$ cat src/rtl/reg_write_arbiter.sv
// -----------------------------------------------------------------------------
// reg_write_arbiter
//
// Round-robin arbiter that lets NREQ requesters share one write port of a
// register bank.  A requester that wins the grant may write on every cycle it
// keeps req high.  After MAXBURST consecutive cycles it hands the port to the
// next waiting requester.  When nobody else is waiting, the owner keeps the
// port and its burst count restarts.
//
// Ports
//   clk       in   single clock, rising-edge
//   rst       in   synchronous, active-high reset
//   req       in   [NREQ]     per-requester write request (held while pending)
//   waddr     in   [NREQ*AW]  packed addresses, requester i at [i*AW +: AW]
//   wdata     in   [NREQ*DW]  packed data,      requester i at [i*DW +: DW]
//   gnt       out  [NREQ]     registered one-hot grant (all-zero when idle)
//   reg_we    out             write enable: owner is granted and requesting
//   reg_addr  out  [AW]       owner's address (zero when idle)
//   reg_d     out  [DW]       owner's data    (zero when idle)
//   busy      out             a requester currently owns the port
// -----------------------------------------------------------------------------
module reg_write_arbiter #(
    parameter int NREQ     = 4,
    parameter int DW       = 8,
    parameter int AW       = 2,
    parameter int MAXBURST = 4
) (
    input  logic                 clk,
    input  logic                 rst,
    input  logic [NREQ-1:0]      req,
    input  logic [NREQ*AW-1:0]   waddr,
    input  logic [NREQ*DW-1:0]   wdata,
    output logic [NREQ-1:0]      gnt,
    output logic                 reg_we,
    output logic [AW-1:0]        reg_addr,
    output logic [DW-1:0]        reg_d,
    output logic                 busy
);

    localparam int IW = $clog2(NREQ);
    localparam int BW = (MAXBURST > 1) ? $clog2(MAXBURST) : 1;
    localparam logic [BW-1:0] BURST_LAST = BW'(MAXBURST - 1);

    typedef enum logic {
        IDLE = 1'b0,
        BUSY = 1'b1
    } state_t;

    state_t          state_q, state_d;
    logic [NREQ-1:0] gnt_q, gnt_d;
    logic [IW-1:0]   owner_q, owner_d;
    logic [BW-1:0]   burst_cnt_q, burst_cnt_d;
    logic [IW-1:0]   last_owner_q, last_owner_d;

    // Round-robin search: first set bit of r looking upward from ref_idx+1,
    // wrapping.  NREQ is a power of two, so the IW-bit add wraps for free and
    // the final iteration (k == NREQ) lands back on ref_idx itself.
    // Result is {found, index}.
    function automatic logic [IW:0] rr_pick(input logic [NREQ-1:0] r,
                                            input logic [IW-1:0]   ref_idx);
        logic          found;
        logic [IW-1:0] idx;
        logic [IW-1:0] cand;
        found = 1'b0;
        idx   = '0;
        for (int k = 1; k <= NREQ; k++) begin
            cand = ref_idx + IW'(k);
            if (!found && r[cand]) begin
                found = 1'b1;
                idx   = cand;
            end
        end
        return {found, idx};
    endfunction

    logic [IW:0]     pick_idle;
    logic [IW:0]     pick_other;
    logic [NREQ-1:0] req_others;

    // gnt_q is one-hot on the owner, so masking with it removes only the owner.
    assign req_others = req & ~gnt_q;
    assign pick_idle  = rr_pick(req, last_owner_q);
    assign pick_other = rr_pick(req_others, owner_q);

    always_comb begin
        state_d      = state_q;
        gnt_d        = gnt_q;
        owner_d      = owner_q;
        burst_cnt_d  = burst_cnt_q;
        last_owner_d = last_owner_q;

        unique case (state_q)
            IDLE: begin
                if (pick_idle[IW]) begin
                    state_d                = BUSY;
                    gnt_d                  = '0;
                    gnt_d[pick_idle[IW-1:0]] = 1'b1;
                    owner_d                = pick_idle[IW-1:0];
                    burst_cnt_d            = '0;
                end
            end

            BUSY: begin
                last_owner_d = owner_q;
                if (!req[owner_q]) begin
                    // Owner let go: hand over directly or fall back to idle.
                    burst_cnt_d = '0;
                    if (pick_other[IW]) begin
                        gnt_d                     = '0;
                        gnt_d[pick_other[IW-1:0]] = 1'b1;
                        owner_d                   = pick_other[IW-1:0];
                    end else begin
                        state_d = IDLE;
                        gnt_d   = '0;
                    end
                end else if (burst_cnt_q != BURST_LAST) begin
                    burst_cnt_d = burst_cnt_q + BW'(1);
                end else begin
                    // Burst exhausted: switch only if someone else is waiting,
                    // otherwise the owner keeps going with a fresh count.
                    burst_cnt_d = '0;
                    if (pick_other[IW]) begin
                        gnt_d                     = '0;
                        gnt_d[pick_other[IW-1:0]] = 1'b1;
                        owner_d                   = pick_other[IW-1:0];
                    end
                end
            end

            default: begin
                state_d = IDLE;
                gnt_d   = '0;
            end
        endcase
    end

    always_ff @(posedge clk) begin
        if (rst) begin
            state_q      <= IDLE;
            gnt_q        <= '0;
            owner_q      <= '0;
            burst_cnt_q  <= '0;
            last_owner_q <= IW'(NREQ - 1);
        end else begin
            state_q      <= state_d;
            gnt_q        <= gnt_d;
            owner_q      <= owner_d;
            burst_cnt_q  <= burst_cnt_d;
            last_owner_q <= last_owner_d;
        end
    end

    // Write port mux: AND-OR over the one-hot grant gives zero when idle and
    // ignores every non-owner slice.
    always_comb begin
        reg_addr = '0;
        reg_d    = '0;
        for (int i = 0; i < NREQ; i++) begin
            if (gnt_q[i]) begin
                reg_addr = waddr[i*AW +: AW];
                reg_d    = wdata[i*DW +: DW];
            end
        end
    end

    assign gnt    = gnt_q;
    assign reg_we = |(gnt_q & req);
    assign busy   = (state_q == BUSY);

endmodule

$ cat config.mk
export PLATFORM = sky130hd
export DESIGN_NAME = reg_write_arbiter
export DESIGN_NICKNAME = d
export VERILOG_FILES = /design/src/rtl/reg_write_arbiter.sv
export SDC_FILE = /design/constraint.sdc
export NUM_CORES = 1
export LEC_CHECK = 0
export CORE_MARGIN = 2
export CORE_UTILIZATION = 38
export DETAILED_ROUTE_END_ITERATION = 16
export GPL_TIMING_DRIVEN = 0
export PLACE_DENSITY = 0.81
export SYNTH_ARGS = -nofsm -noshare
export SYNTH_HDL_FRONTEND = slang
export SYNTH_SLANG_ARGS = --single-unit
$ cat constraint.sdc
create_clock -name clk -period 1.9 [get_ports clk]
set_input_delay 0.285 -clock clk [delete_from_list [all_inputs] [get_ports clk]]
set_output_delay 0.285 -clock clk [all_outputs]
set_load 0.01 [all_outputs]
==> impl_metrics.ini <==
[pwr]
p_comb_share_pct = 60.9
p_sw_share_pct = 40.6
p_leak_uw = 0.000718
ir_drop_mv = 0.705
p_int_uw = 735
pwr-share-seq_pct = 26.2
p_per_area_mw_per_mm2 = 691
p_clk_share_pct = 12.9
p_switching_uw = 502

[routing]
vias = 1414
remaining_drc_errors = 0
antenna_left = 0
drt-initial-drc-count = 76
viasPerCell = 5.75
wl_per_cell_um = 16.4
dr.pass1.iters = 4
drt-total-wl_um = 4040

[yosys]
synth_flop_cell = dfxtp_1
synth_warnings = 0
synth_area_per_cell_um2 = 7.39
synth_async_sr_flop_share_pct = 0
synthCells = 148
synth_cell_types = 41
synthesis.area_mm2 = 0.00109
synth_edf_count = 0
syn-num-nets = 195
yosys_register_bits = 11
yosysSeqAreaShare_pct = 20.1

[placement]
dp_cells = 239
dp_hpwl_um = 2980
dpl-instance-area_mm2 = 0.00173
place_congestion = 0.949
io_buffer_count = 60

[global_route]
grt_pass1_wl_um = 6410
antenna_found_initial = 0
grt_max_degree = 11
overflow = 0
grt_pass1_vias = 1366
gr-usage-all-layers_pct = 24.0

[cells_and_area]
n_fill_cell = 262
finalNonFillerCells = 246
drive_above_1_share_pct = 18.1
synthToLayoutAreaGrowth_pct = 63.8
finalInstanceArea_mm2 = 0.00179
final_nets = 263
antenna_cells = 0

[timing]
clock_skew_ns = 0.00280
timing.final.crit_share_pct = 97.6
setup_viol = 0
slew_headroom_pct = 57.3
whs_ns = 0.515
setup_tns_ns = 0
finalHoldViolations = 0
report.final.slew_viol_count = 0
fin_crit_ns = 1.86
timing.fmax_ghz = 0.539
worst_slew_pin_slew_ns = 0.634
grt_setup_unrepaired = yes

[setup_path]
critical-path-top-delay-family = multiplexers
cp-start-kind = register
crit_chain = buf_6, mux4_2, and3b_4, a311oi_4, buf_4, nand2b_1, o22ai_2
path_buf_inv = 2
crit_fanout = 3
crit_path_max_incr_delay_ns = 0.54
crit_type = register to register
crit_slowest_cell = mux4_2
worstPathArrival_ns = 2.05
end_kind = register
required_ns = 2.10

[floorplan]
die_w_um = 57.6
pin_count = 62
core_region_area_mm2 = 0.00273
die_y_um = 57.6
rows = 19
initial_core_util_pct = 40.0
dieArea_mm2 = 0.00332

[cts]
clk_pin_slew_ns = 0.07
cts_made_buffers = 3
hold_buffers = 0
cts-root-buf = clkbuf_4
cts_tree = built
ctsLongestPathBuffers = 2
clk_latency_ns = 0.27
cts.htree.levels = 1
clock-sinks = 11

[status]
status = complete, no violations

[run]
drv_cap = 0

[hold_path]
min-delay-path-class = register to register
==> layout make-up <==
| class | instances | area (um2) | share of cell area, % |
|---|---|---|---|
| plain buffers | 10 | 75.1 | 4.19 |
| clock buffers | 4 | 26.3 | 1.47 |
| flip-flops and latches | 11 | 229 | 12.8 |
| well taps | 31 | 38.8 | 2.16 |
| repair buffers | 63 | 572 | 31.9 |
| multi-input cells | 125 | 843 | 47.1 |
| inverters | 2 | 7.51 | 0.419 |
==> worst paths after layout <==
kind                          startpoint                           to  slack, ns  cells past startpoint
max              owner_q[1]$_SDFFE_PP0P_      owner_q[0]$_SDFFE_PP0P_       0.04                      7
min          burst_cnt_q[1]$_SDFFE_PP0P_  burst_cnt_q[1]$_SDFFE_PP0P_       0.52                      2
max reg2reg      owner_q[1]$_SDFFE_PP0P_      owner_q[0]$_SDFFE_PP0P_       0.04                      7
min reg2reg  burst_cnt_q[1]$_SDFFE_PP0P_  burst_cnt_q[1]$_SDFFE_PP0P_       0.52                      2
==> Yosys cell counts (3+ instances only) <==
cell,count,area (um2)
mux2i_1,3,30.0
nor2b_1,5,31.3
clkbuf_1,6,22.5
a22oi_1,13,97.6
o21ai_0,11,55.1
nand3b_1,3,22.5
a311oi_1,3,26.3
nand2_1,12,45.0
dfxtp_1,11,220
nand2b_1,11,68.8
nor2_1,23,86.3
a21oi_1,10,50.1
==> cells in the final DEF (no fill, tap or decap), types with 2 or more instances in the layout <==
cell type	instances
nand3_1	2
clkbuf_1	2
clkbuf_4	3
nand2b_1	11
nand2_1	12
clkbuf_2	7
clkdlybuf4s50_1	46
a21oi_1	10
dlygate4sd2_1	3
nor2b_1	4
a311oi_1	3
mux2i_1	3
buf_4	5
o21ai_1	6
a22oi_1	12
o21ai_0	5
and2b_1	2
nand3b_1	3
o41ai_1	2
dfxtp_1	8
buf_2	7
nand4bb_1	2
a31oi_1	2
nor2_1	23
inv_1	2
buf_6	2
nor3_1	2
o221ai_1	2
dfxtp_4	2
==> worst register-to-register path: cells and delay by family, from the launching register on <==
kind / cells / cell delay (ns)
AO/OA/AOI/OAI: 2 / 0.34
buffers and inverters: 2 / 0.29
flip-flops: 1 / 0.33
multiplexers: 1 / 0.54
AND/OR/NAND/NOR: 2 / 0.28
==> cell families (layout without fill, tap and decap cells) <==
logic type / Yosys count / in the layout / share of synthesized area (%)
buffers and inverters: 12 / 79 / 5.38
muxes: 4 / 4 / 4.81
and+or+nand+nor: 66 / 66 / 32.4
AOI/OAI and AO/OA: 54 / 54 / 36.2
DFF: 11 / 11 / 20.1
adders and majority gates: 1 / 1 / 1.14
==> layer usage <==
layer  GRT usage, %  vias to the layer above  wire, um
li1               -                      686         -
met1           30.8                      654      1640
met2           41.4                       64      2020
met3           4.24                       10       315
met4           6.31                        0        62
met5              0                        -         0
==> sequential cells by signal (all words and copies together) (netlist names) <==
signal,cells
gnt,4
last_owner_q,2
burst_cnt_q,2
busy,1
owner_q,2
==> timing repair <==
item | CTS | global route
gates cloned | 0 | 1
pin swaps | 1 | 4
buffers inserted | 2 | 0
gates resized for setup | 34 | 40
setup endpoints to repair | 17 | 15
==> power groups by stage <==
stage	logic (uW)	registers, uW	clock network, uW
6_report	753	325	159
4_1_cts	745	318	165
3_3_place_gp	731	317	0
2_1_floorplan	402	312	0
3_5_place_dp	750	320	0
5_1_grt	823	331	174
==> metrics by stage <==
step / worst slack, ns / util, % / power, uW
after floorplan: 0.178 / - / 713
after global placement: -0.360 / 63.4 / 1050
after detailed placement: -0.372 / 63.4 / 1070
after CTS: 0.00275 / 65.6 / 1230
after global routing: -0.00146 / 65.5 / 1330
final: 0.0450 / 65.5 / 1240
(Power assumes the default switching activity.)
